**src/rtl/fc2_timestep_ctrl_pkg.sv**
```systemverilog
// Shared types and constants for the FC2 timestep controller and its argmax scanner.
package fc2_ctrl_pkg;

    localparam int DEF_INPUT_NODES  = 20;
    localparam int DEF_OUTPUT_NODES = 10;
    localparam int DEF_T_STEPS      = 4;
    localparam int DEF_SETTLE       = 6;

    // Width of the class index reported to the outside world.
    localparam int CLASS_W = 4;

    typedef enum logic [2:0] {
        IDLE,
        WAIT_IN,
        FEED,
        SETTLE_W,
        SAMPLE,
        DECIDE,
        DONE
    } fc2_ctrl_state_t;

endpackage

```
**src/rtl/fc2_timestep_ctrl_if.sv**
```systemverilog
// Spike-vector handshake plus the serial feed and spike return path of the FC2 datapath.
// The master side produces layer-1 vectors and LIF2 spikes; the slave side is the controller.
interface fc2_timestep_ctrl_if #(
    parameter int INPUT_NODES  = 20,
    parameter int OUTPUT_NODES = 10
) ();

    logic [INPUT_NODES-1:0]  spk1_vec;
    logic                    spk1_valid;
    logic                    spk1_ready;
    logic                    fc_addra_valid;
    logic                    input_fc_array;
    logic [OUTPUT_NODES-1:0] spk_2;

    modport master (
        output spk1_vec,
        output spk1_valid,
        output spk_2,
        input  spk1_ready,
        input  fc_addra_valid,
        input  input_fc_array
    );

    modport slave (
        input  spk1_vec,
        input  spk1_valid,
        input  spk_2,
        output spk1_ready,
        output fc_addra_valid,
        output input_fc_array
    );

endinterface

```
**src/rtl/fc2_argmax_scan.sv**
```systemverilog
// Sequential argmax over the per-class spike counters, one counter per cycle.
// The idx/max outputs already include the counter under inspection this cycle,
// so on the cycle valid is high they hold the final winner and can be registered directly.
module fc2_argmax_scan
    import fc2_ctrl_pkg::*;
#(
    parameter int N  = 10,
    parameter int CW = 3
) (
    input  logic                 clk,
    input  logic                 reset,
    input  logic                 go,
    input  logic [N-1:0][CW-1:0] cnt,
    output logic [CLASS_W-1:0]   idx,
    output logic [CW-1:0]        max,
    output logic                 valid
);

    logic                 running;
    logic [CLASS_W-1:0]   pos;
    logic [CLASS_W-1:0]   best_idx;
    logic [CW-1:0]        best_val;
    logic [CW-1:0]        cur_val;
    logic                 take;

    // Compare the current counter against the best so far; only strictly greater wins,
    // so ties keep the lower index that was seen first.
    always_comb begin
        cur_val = cnt[pos];
        take    = running && (cur_val > best_val);
        idx     = take ? pos : best_idx;
        max     = take ? cur_val : best_val;
        valid   = running && (pos == CLASS_W'(N - 1));
    end

    // Walk the counters from index 0 upward after each go pulse.
    always_ff @(posedge clk) begin
        if (reset) begin
            running  <= 1'b0;
            pos      <= '0;
            best_idx <= '0;
            best_val <= '0;
        end else if (go) begin
            running  <= 1'b1;
            pos      <= '0;
            best_idx <= '0;
            best_val <= '0;
        end else if (running) begin
            best_idx <= idx;
            best_val <= max;
            if (valid) begin
                running <= 1'b0;
            end else begin
                pos <= pos + CLASS_W'(1);
            end
        end
    end

endmodule

```
**src/rtl/fc2_timestep_ctrl.sv**
```systemverilog
// Timestep sequencer for the FC2 + LIF2 output stage: serialises each layer-1 spike
// vector onto the datapath, waits for LIF2 to settle, accumulates output spikes per
// class and, after T_STEPS timesteps, reports the winning class.
module fc2_timestep_ctrl
    import fc2_ctrl_pkg::*;
#(
    parameter int INPUT_NODES  = DEF_INPUT_NODES,
    parameter int OUTPUT_NODES = DEF_OUTPUT_NODES,
    parameter int T_STEPS      = DEF_T_STEPS,
    parameter int SETTLE       = DEF_SETTLE,
    parameter int CW           = $clog2(T_STEPS + 1)
) (
    input  logic                 clk,
    input  logic                 reset,
    input  logic                 start,
    fc2_timestep_ctrl_if.slave   bus,
    output logic                 busy,
    output logic                 done,
    output logic [CLASS_W-1:0]   class_id,
    output logic [CW-1:0]        class_cnt
);

    localparam int IDX_W = $clog2(INPUT_NODES + 1);
    localparam int SET_W = $clog2(SETTLE + 1);

    fc2_ctrl_state_t                state;
    fc2_ctrl_state_t                state_next;
    logic [INPUT_NODES-1:0]         shreg;
    logic [IDX_W-1:0]               idx;
    logic [SET_W-1:0]               set_cnt;
    logic [CW-1:0]                  t;
    logic [OUTPUT_NODES-1:0][CW-1:0] cnt;
    logic                           last_step;
    logic                           scan_go;
    logic [CLASS_W-1:0]             scan_idx;
    logic [CW-1:0]                  scan_max;
    logic                           scan_valid;

    assign last_step = (t == CW'(T_STEPS - 1));
    assign scan_go   = (state == SAMPLE) && last_step;

    fc2_argmax_scan #(
        .N  (OUTPUT_NODES),
        .CW (CW)
    ) u_scan (
        .clk   (clk),
        .reset (reset),
        .go    (scan_go),
        .cnt   (cnt),
        .idx   (scan_idx),
        .max   (scan_max),
        .valid (scan_valid)
    );

    // State register; a reset drops any inference in flight straight back to IDLE.
    always_ff @(posedge clk) begin
        if (reset) begin
            state <= IDLE;
        end else begin
            state <= state_next;
        end
    end

    // Next-state decode and the state-derived handshake and datapath outputs.
    always_comb begin
        state_next         = state;
        bus.spk1_ready     = 1'b0;
        bus.fc_addra_valid = 1'b0;
        bus.input_fc_array = 1'b0;
        busy               = (state != IDLE);
        done               = 1'b0;
        case (state)
            IDLE: begin
                if (start) begin
                    state_next = WAIT_IN;
                end
            end
            WAIT_IN: begin
                bus.spk1_ready = 1'b1;
                if (bus.spk1_valid) begin
                    state_next = FEED;
                end
            end
            FEED: begin
                bus.fc_addra_valid = 1'b1;
                bus.input_fc_array = (idx < IDX_W'(INPUT_NODES)) ? shreg[0] : 1'b0;
                if (idx == IDX_W'(INPUT_NODES)) begin
                    state_next = SETTLE_W;
                end
            end
            SETTLE_W: begin
                if (set_cnt == SET_W'(SETTLE - 1)) begin
                    state_next = SAMPLE;
                end
            end
            SAMPLE: begin
                state_next = last_step ? DECIDE : WAIT_IN;
            end
            DECIDE: begin
                if (scan_valid) begin
                    state_next = DONE;
                end
            end
            DONE: begin
                done       = 1'b1;
                state_next = IDLE;
            end
            default: begin
                state_next = IDLE;
            end
        endcase
    end

    // Serialiser, settle timer, timestep counter and per-class spike accumulation.
    always_ff @(posedge clk) begin
        if (reset) begin
            shreg   <= '0;
            idx     <= '0;
            set_cnt <= '0;
            t       <= '0;
            cnt     <= '0;
        end else begin
            case (state)
                IDLE: begin
                    if (start) begin
                        cnt <= '0;
                        t   <= '0;
                    end
                end
                WAIT_IN: begin
                    if (bus.spk1_valid) begin
                        shreg <= bus.spk1_vec;
                        idx   <= '0;
                    end
                end
                FEED: begin
                    shreg   <= shreg >> 1;
                    idx     <= idx + IDX_W'(1);
                    set_cnt <= '0;
                end
                SETTLE_W: begin
                    set_cnt <= set_cnt + SET_W'(1);
                end
                SAMPLE: begin
                    for (int k = 0; k < OUTPUT_NODES; k++) begin
                        cnt[k] <= cnt[k] + CW'(bus.spk_2[k]);
                    end
                    if (!last_step) begin
                        t <= t + CW'(1);
                    end
                end
                default: begin
                end
            endcase
        end
    end

    // Capture the winner on the final scan cycle so it is visible alongside done.
    always_ff @(posedge clk) begin
        if (reset) begin
            class_id  <= '0;
            class_cnt <= '0;
        end else if (scan_valid) begin
            class_id  <= scan_idx;
            class_cnt <= scan_max;
        end
    end

endmodule

```
**src/flat_wrapper.sv**
```systemverilog
// flat-port wrapper written by rule: the top's interface ports become plain ports
module fc2_timestep_ctrl_flat import fc2_ctrl_pkg::*;
#(
    parameter int INPUT_NODES  = DEF_INPUT_NODES,
    parameter int OUTPUT_NODES = DEF_OUTPUT_NODES,
    parameter int T_STEPS      = DEF_T_STEPS,
    parameter int SETTLE       = DEF_SETTLE,
    parameter int CW           = $clog2(T_STEPS + 1)
)
  (clk, reset, start, busy, done, class_id, class_cnt, bus_spk1_vec, bus_spk1_valid, bus_spk_2, bus_spk1_ready, bus_fc_addra_valid, bus_input_fc_array);
  fc2_timestep_ctrl_if #(.INPUT_NODES(INPUT_NODES), .OUTPUT_NODES(OUTPUT_NODES)) bus_i ();
  input  logic clk;
  input  logic reset;
  input  logic start;
  output logic busy;
  output logic done;
  output logic [CLASS_W-1:0] class_id;
  output logic [CW-1:0] class_cnt;
  input wire logic [$bits(bus_i.spk1_vec)-1:0] bus_spk1_vec;
  input wire logic [$bits(bus_i.spk1_valid)-1:0] bus_spk1_valid;
  input wire logic [$bits(bus_i.spk_2)-1:0] bus_spk_2;
  output wire logic [$bits(bus_i.spk1_ready)-1:0] bus_spk1_ready;
  output wire logic [$bits(bus_i.fc_addra_valid)-1:0] bus_fc_addra_valid;
  output wire logic [$bits(bus_i.input_fc_array)-1:0] bus_input_fc_array;
  assign bus_i.spk1_vec = bus_spk1_vec;
  assign bus_i.spk1_valid = bus_spk1_valid;
  assign bus_i.spk_2 = bus_spk_2;
  assign bus_spk1_ready = bus_i.spk1_ready;
  assign bus_fc_addra_valid = bus_i.fc_addra_valid;
  assign bus_input_fc_array = bus_i.input_fc_array;
  fc2_timestep_ctrl #(.INPUT_NODES(INPUT_NODES), .OUTPUT_NODES(OUTPUT_NODES), .T_STEPS(T_STEPS), .SETTLE(SETTLE), .CW(CW)) u_core (.clk(clk), .reset(reset), .start(start), .bus(bus_i), .busy(busy), .done(done), .class_id(class_id), .class_cnt(class_cnt));
endmodule
```
**config.mk**
```make
export PLATFORM = sky130hd
export DESIGN_NAME = fc2_timestep_ctrl_flat
export DESIGN_NICKNAME = d
export VERILOG_FILES = /design/src/rtl/fc2_timestep_ctrl_pkg.sv /design/src/rtl/fc2_timestep_ctrl_if.sv /design/src/rtl/fc2_argmax_scan.sv /design/src/rtl/fc2_timestep_ctrl.sv /design/src/flat_wrapper.sv
export SDC_FILE = /design/constraint.sdc
export NUM_CORES = 1
export LEC_CHECK = 0
export CAP_MARGIN = 10
export CORE_ASPECT_RATIO = 0.75
export CORE_MARGIN = 2
export CORE_UTILIZATION = 51
export CTS_CLUSTER_DIAMETER = 200
export DETAILED_ROUTE_END_ITERATION = 7
export PLACE_DENSITY = 0.76
export SYNTH_ARGS = -nofsm -noshare
export SYNTH_HDL_FRONTEND = slang
export SYNTH_HIERARCHICAL = 1
export SYNTH_SLANG_ARGS = --single-unit
```
**constraint.sdc**
```tcl
create_clock -name clk -period 2.6 [get_ports clk]
set_input_delay 0.52 -clock clk [delete_from_list [all_inputs] [get_ports clk]]
set_output_delay 0.52 -clock clk [all_outputs]
set_load 0.01 [all_outputs]
```
==> flow_summary.toml, run 1 <==
[global_routing]
grt_pass1_vias = 3275
grt_start_max_net_pins = 65
grt_pass1_wl_um = 15960
globalRouteTotalUtil = 0.2279
grt_overflow_total = 0
antenna_found_initial = 0

[synth]
mappedNetlistArea_mm2 = 0.004126
synth_edf_count = 0
async_reset_ff_frac = 0
ys_seq_elements = 83
yosysSeqAreaShare = 0.4027
post-synth-top-area-cell = "dfxtp_1"
syn_avg_cell_area_um2 = 8.706
synthCells = 474
ys_warn_count = 6
synth.top_cell.area_share = 0.4027
syn_nets = 539
synth_top_flop_cell = "dfxtp_1"
synth_cell_types = 47
synth_area_leaders = "dfxtp_1 40%, ha_1 9.4%, a21oi_1 6.3%, nand2_1 4.9%, nor3_1 4.7%"

[run_status]
violations = "negative setup slack"
status = "complete, but fails checks"

[floorplan]
die_y_um = 81.90
rows = 28
dieArea_mm2 = 0.008834
core_area_mm2 = 0.007883
ios = 46
start_util = 0.5235
die_x_um = 107.9

[timing]
finalCritPeriodShare = 1.051
timing.fmax_mhz = 365.8
slew_viol_final = 0
max_slew_margin = 0.6813
fin_crit_ns = 2.734
rsz0062_at_grt = "yes"
whs_ns = 0.4757
fin_skew_ns = 0.01364
setup_violations = 11
fin_ws_ns = -0.1335
hold_violations = 0
worst_slew_pin_slew_ns = 0.4744

[cts]
clk-insertion-delay-late_ns = 0.36
cts_tree = "built"
clock-sinks = 83
path_clk_slew_ns = 0.09
root_buffer = "clkbuf_8"
cts_buffer_depth = 2
cts_hold_buffers = 0
numCtsBuffers = 9
h-tree-depth = 3

[layout]
multi_input_area_mm2 = 0.002355
syn2layout_area_growth_pct = 23.17
nets = 585
diodes = 0
finalNonFillerCells = 630
layout-drive-gt1-share = 0.1486
num-fill-cells = 671
regArea_mm2 = 0.001665

[critical_path]
reg2reg_from = "u_core/u_scan/pos[0]$_SDFFE_PP0P_"
cp.required_ns = 2.84
crit_end = "u_core/class_id[1]$_SDFFE_PP0P_"
ff2ff_setup_slack_ns = -0.13
crit_arrival_ns = 2.98
worstPathMaxFanout = 4
startpoint_type = "register"
path_class = "reg -> reg"
reg2reg_depth = 12
crit_start = "u_core/u_scan/pos[0]$_SDFFE_PP0P_"
rr_endpoint = "u_core/class_id[1]$_SDFFE_PP0P_"
critPathCaptureType = "register"

[placement]
placed_cells = 610
place.gp.congestion = 0.8259
port_buffers = 45
hpwl_um = 6430

[route]
drtPass1Iterations = 4
ant_nets = 0
vias_per_cell = 5.768
first_iter_violations = 270
routedWlPerCell_um = 16.01
vias = 3634
drt_drc_violations_left = 0
routed_wl_um = 10080

[pwr]
p_per_area_mw_per_mm2 = 511.7
total_power_mw = 2.600
ir_drop_uv = 390.9
p_leak_nw = 1.852

[job]
maxCapViolations = 0

[worst_hold_path]
hold_path_class = "reg -> reg"
-- cell usage after synthesis (13+ instances only) --
| master | n |
|---|---|
| a211oi_1 | 16 |
| a21oi_1 | 52 |
| clkbuf_1 | 25 |
| dfxtp_1 | 83 |
| ha_1 | 31 |
| inv_1 | 13 |
| mux2i_1 | 16 |
| nand2_1 | 54 |
| nor2_1 | 16 |
| nor3_1 | 39 |
| o21ai_0 | 26 |
| o22ai_1 | 19 |
-- cell usage in the layout (no fill, tap or decap), types with 3 or more instances in the layout --
cell              n
nor3_1           39
clkbuf_8         10
inv_1            13
mux4_2            3
dfxtp_1          82
ha_1             28
a211oi_1         15
buf_4            25
a221oi_2          3
ha_4              3
o21ai_0          23
or3_1             5
a21oi_2           3
mux2i_1          16
o211ai_1          4
inv_6             4
or2_2             4
nand2b_1          5
nand2_1          54
a21oi_1          48
nand3_1          11
nor2_1           15
clkdlybuf4s50_1  44
o22ai_1          19
o21ai_1           3
-- how the worst min path moves through the flow --
stage	slack, ns	from	cells past startpoint	to
after floorplan	0.45	u_core/shreg[15]$_SDFFE_PP0P_	2	u_core/shreg[15]$_SDFFE_PP0P_
after global placement	0.46	u_core/shreg[19]$_SDFFE_PP0P_	2	u_core/shreg[19]$_SDFFE_PP0P_
after detailed placement	0.47	u_core/set_cnt[1]$_SDFFE_PP0P_	2	u_core/set_cnt[1]$_SDFFE_PP0P_
after CTS	0.48	u_core/set_cnt[1]$_SDFFE_PP0P_	2	u_core/set_cnt[1]$_SDFFE_PP0P_
after global routing	0.49	u_core/set_cnt[1]$_SDFFE_PP0P_	2	u_core/set_cnt[1]$_SDFFE_PP0P_
final	0.48	u_core/set_cnt[1]$_SDFFE_PP0P_	2	u_core/set_cnt[1]$_SDFFE_PP0P_
-- state kept, by name, indices dropped and copies added, names as in the netlist, 4 cells and up --
register / count
u_core/class_id: 4
u_core/u_scan/best_idx: 4
u_core/u_scan/pos: 4
u_core/cnt: 30
u_core/shreg: 20
u_core/idx: 5
-- routing by layer --
metal | global-route usage | wire length, µm | share of wire
met5 | 0 | 0 | 0
met2 | 0.3509 | 4643 | 0.46
met1 | 0.3207 | 4774 | 0.47
met3 | 0.04683 | 499 | 0.049
met4 | 0.07436 | 167 | 0.017
-- cells by family after synthesis --
group | Yosys count | share of synthesized area
and+or+nand+nor | 155 | 0.1850
AOI/OAI and AO/OA | 132 | 0.1971
buffers and inverters | 50 | 0.05700
xor gates and xnor gates | 3 | 0.006369
muxes | 20 | 0.05791
DFF | 83 | 0.4027
adders and majority gates | 31 | 0.09400
-- area by class of cell --
cell class / count / area share
inverters: 13 / 0.009601
flip-flops and latches: 83 / 0.3277
clock inverters: 6 / 0.01502
multi-input cells: 341 / 0.4633
repair buffers: 72 / 0.1315
well taps: 105 / 0.02585
clock buffers: 10 / 0.02708
-- power by group --
group          switching, mW  leakage (nW)  internal (mW)
sequential            0.0196         0.673           1.31
clock                  0.516         0.110          0.491
combinational          0.142          1.07          0.125
total                  0.677          1.85           1.92
-- critical path, stage by stage (launching register included) --
cell       delay [ns]
dfxtp_4          0.40
mux4_2           0.51
nand2b_4         0.15
a2bb2oi_2        0.14
inv_1            0.09
ha_4             0.28
nor2b_1          0.20
nor3_1           0.13
buf_4            0.17
o21ai_1          0.20
nand2_1          0.10
mux2i_1          0.19
nor2_1           0.06
-- timing repair --
item	4_1_cts	5_1_grt
pin swaps	3	8
buffers inserted	1	3
resized for setup	4	16
setup endpoints to repair	7	12
endpoints found under the hold margin	0	0
-- per-stage QoR --
step	util	TNS [ns]	area, µm²	setup WS, ns
global route	0.6448	-1.537	5082	-0.2026
global placement	0.6006	0	4735	0.002667
CTS	0.6316	0	4979	0.009982
detailed placement	0.6006	-0.6296	4735	-0.1228
floorplan	-	-0.1142	4163	-0.03808
finish	0.6448	-0.5302	5082	-0.1335
Power figures use the tool's default switching activity.
==> run 2, diff against run 1 <==
--- a/config.mk
+++ b/config.mk
@@ -8,10 +8,10 @@
 export CAP_MARGIN = 10
 export CORE_ASPECT_RATIO = 0.75
 export CORE_MARGIN = 2
-export CORE_UTILIZATION = 51
+export CORE_UTILIZATION = 50
 export CTS_CLUSTER_DIAMETER = 200
 export DETAILED_ROUTE_END_ITERATION = 7
-export PLACE_DENSITY = 0.76
+export PLACE_DENSITY = 0.75
 export SYNTH_ARGS = -nofsm -noshare
 export SYNTH_HDL_FRONTEND = slang
 export SYNTH_HIERARCHICAL = 1
==> run 2 against run 1 <==
The run now ends clean. Global-route usage grew 0.28 points. Via count increased by 0.50%. Largest cell class unchanged. Critical path type unchanged. Routed wire length decreased by 3.4%. Non-clock buffer count unchanged. Flip-flop and latch count unchanged. Final cell count stayed put. Highest routed layer unchanged. Clock power shrank 14%. Combinational power about the same.
==> flow_summary.toml, run 2 (synthesis results as in run 1) <==
[route]
drt_drc_violations_left = 0
routedWlPerCell_um = 15.46
drtPass1Iterations = 5
first_iter_violations = 270
ant_nets = 0
vias = 3652
routed_wl_um = 9742
vias_per_cell = 5.797

[timing]
worst_slew_pin_slew_ns = 0.8146
fin_crit_ns = 2.569
finalCritPeriodShare = 0.9881
slew_viol_final = 0
fin_skew_ns = 0.01008
rsz0062_at_grt = "yes"
timing.fmax_mhz = 389.2
hold_violations = 0
finalSetupTns_ns = 0
max_slew_margin = 0.4549
setup_violations = 0
whs_ns = 0.4728

[critical_path]
critPathCaptureType = "register"
path_class = "reg -> reg"
rr_endpoint = "u_core/class_cnt[1]$_SDFFE_PP0P_"
reg2reg_depth = 11
path_cells = "mux4_2, nand2b_4, a2bb2oi_4, inv_2, ha_4, nor2b_4, or3_4, a21oi_2, a21oi_1, mux2i_1, nor2_1"
max_stage_delay_ns = 0.50
crit_arrival_ns = 2.80
worstPathMaxFanout = 7
cp.required_ns = 2.83
reg2reg_from = "u_core/u_scan/pos[0]$_SDFFE_PP0P_"
ff2ff_setup_slack_ns = 0.03
startpoint_type = "register"
cpMaxStageDelayCell = "mux4_2"

[worst_hold_path]
hold_depth = 2
min_from = "u_core/shreg[15]$_SDFFE_PP0P_"
whs_endpoint = "u_core/shreg[15]$_SDFFE_PP0P_"
hold_path_class = "reg -> reg"

[pwr]
total_power_mw = 2.462
p_per_area_mw_per_mm2 = 485.7
ir_drop_uv = 385.7
p_leak_nw = 1.845

[floorplan]
core_area_mm2 = 0.007953
start_util = 0.5189
die_y_um = 82.68
rows = 28
ios = 46
die_x_um = 108.9
dieArea_mm2 = 0.009003

[layout]
finalNonFillerCells = 630
diodes = 0
regArea_mm2 = 0.001667
reg_top3 = "u_core/cnt: 30 flops, u_core/shreg: 20 flops, u_core/idx: 5 flops"
largest_reg_flops = 30
multi_input_area_mm2 = 0.002377
syn2layout_area_growth_pct = 22.83
layout-drive-gt1-share = 0.1505
final_common_cell = "dfxtp_1"
regMostFlops = "u_core/cnt"
mostFrequentLayoutCells = "81 x dfxtp_1, 54 x nand2_1, 49 x a21oi_1"
finalInstanceArea_mm2 = 0.005069
nets = 585
num-fill-cells = 643

[global_routing]
grt_pass1_vias = 3354
grt_overflow_total = 0
grt_pass1_wl_um = 16330
antenna_found_initial = 0
grt_start_max_net_pins = 54
globalRouteTotalUtil = 0.2307

[cts]
path_clk_slew_ns = 0.09
h-tree-depth = 3
cts_hold_buffers = 0
numCtsBuffers = 9
cts_tree = "built"
clk-insertion-delay-late_ns = 0.36
cts_buffer_depth = 2
clock-sinks = 83
root_buffer = "clkbuf_8"

[job]
maxCapViolations = 0

[run_status]
status = "complete, no violations"

[placement]
placed_cells = 609
place.gp.congestion = 0.8274
hpwl_um = 6389
place_area_mm2 = 0.004742
port_buffers = 45
run 2: changes by cell type in the layout (fill, tap and decap cells not counted), moves of 2 or more:
cell,before,now
o21ai_1,3,1
clkinv_2,0,2
inv_2,0,2
clkinvlp_4,0,2
o21ai_0,23,25
inv_1,13,11
inv_6,4,0
run 2: power breakdown:
group          switching (mW)  total, mW  internal (mW)
registers              0.0197       1.33           1.31
logic                   0.143      0.268          0.125
clock network           0.471      0.867          0.396
run 2: cell type report:
type                            instances  share of cell area
Clock buffer                           12             0.03061
Clock inverter                          4            0.004937
Inverter                               13            0.009627
Multi-Input combinational cell        341              0.4690
Sequential cell                        83              0.3288
Tap cell                              105             0.02592
Timing Repair Buffer                   72              0.1311
run 2: layer usage:
layer | wire length [µm] | up-vias | part of all wire | global-route usage
met1 | 4766 | 1739 | 0.49 | 0.3236
met3 | 475 | 7 | 0.049 | 0.05338
met2 | 4412 | 96 | 0.45 | 0.3590
li1 | - | 1810 | - | -
met4 | 87 | 0 | 0.0089 | 0.05769
met5 | 0 | - | 0 | 0
run 2: critical path, delay by kind of cell (launching register included):
kind / cells / cell delay (ns)
fa+ha+maj: 1 / 0.22
compound gates: 3 / 0.38
flops: 1 / 0.39
buf+inv: 1 / 0.06
mux: 2 / 0.66
simple gates: 4 / 0.73
run 2: worst max path at each step:
stage,from,end,slack (ns),cells past startpoint
3_3_place_gp,u_core/u_scan/pos[0]$_SDFFE_PP0P_,u_core/class_cnt[2]$_SDFFE_PP0P_,-0.05,11
2_1_floorplan,u_core/u_scan/pos[0]$_SDFFE_PP0P_,u_core/class_cnt[0]$_SDFFE_PP0P_,-0.04,13
3_5_place_dp,u_core/u_scan/pos[0]$_SDFFE_PP0P_,u_core/class_cnt[1]$_SDFFE_PP0P_,-0.16,11
6_report,u_core/u_scan/pos[0]$_SDFFE_PP0P_,u_core/class_cnt[1]$_SDFFE_PP0P_,0.03,11
4_1_cts,u_core/u_scan/pos[0]$_SDFFE_PP0P_,u_core/class_cnt[1]$_SDFFE_PP0P_,-0.02,11
5_1_grt,u_core/u_scan/pos[0]$_SDFFE_PP0P_,u_core/class_cnt[1]$_SDFFE_PP0P_,-0.07,11
run 2: per-stage QoR:
stage,setup slack (ns),util
after global placement,-0.04948,0.5963
after CTS,-0.01694,0.6337
after floorplan,-0.03808,-
after detailed placement,-0.1554,0.5963
after global routing,-0.06888,0.6374
final,0.03084,0.6374
run 2: timing repair:
action | in CTS | in global routing
pin swaps | 8 | 10
gates resized for setup | 14 | 7
hold endpoints to repair | 0 | 0
setup endpoints to repair | 7 | 10
setup buffers | 5 | 0
==> run 3, diff against run 2 <==
--- a/config.mk
+++ b/config.mk
@@ -12,6 +12,7 @@
 export CTS_CLUSTER_DIAMETER = 200
 export DETAILED_ROUTE_END_ITERATION = 7
 export PLACE_DENSITY = 0.75
+export SLEW_MARGIN = 10
 export SYNTH_ARGS = -nofsm -noshare
 export SYNTH_HDL_FRONTEND = slang
 export SYNTH_HIERARCHICAL = 1
==> results of run 3 <==
Final layout, timing and power as in run 2 (identical DEF).
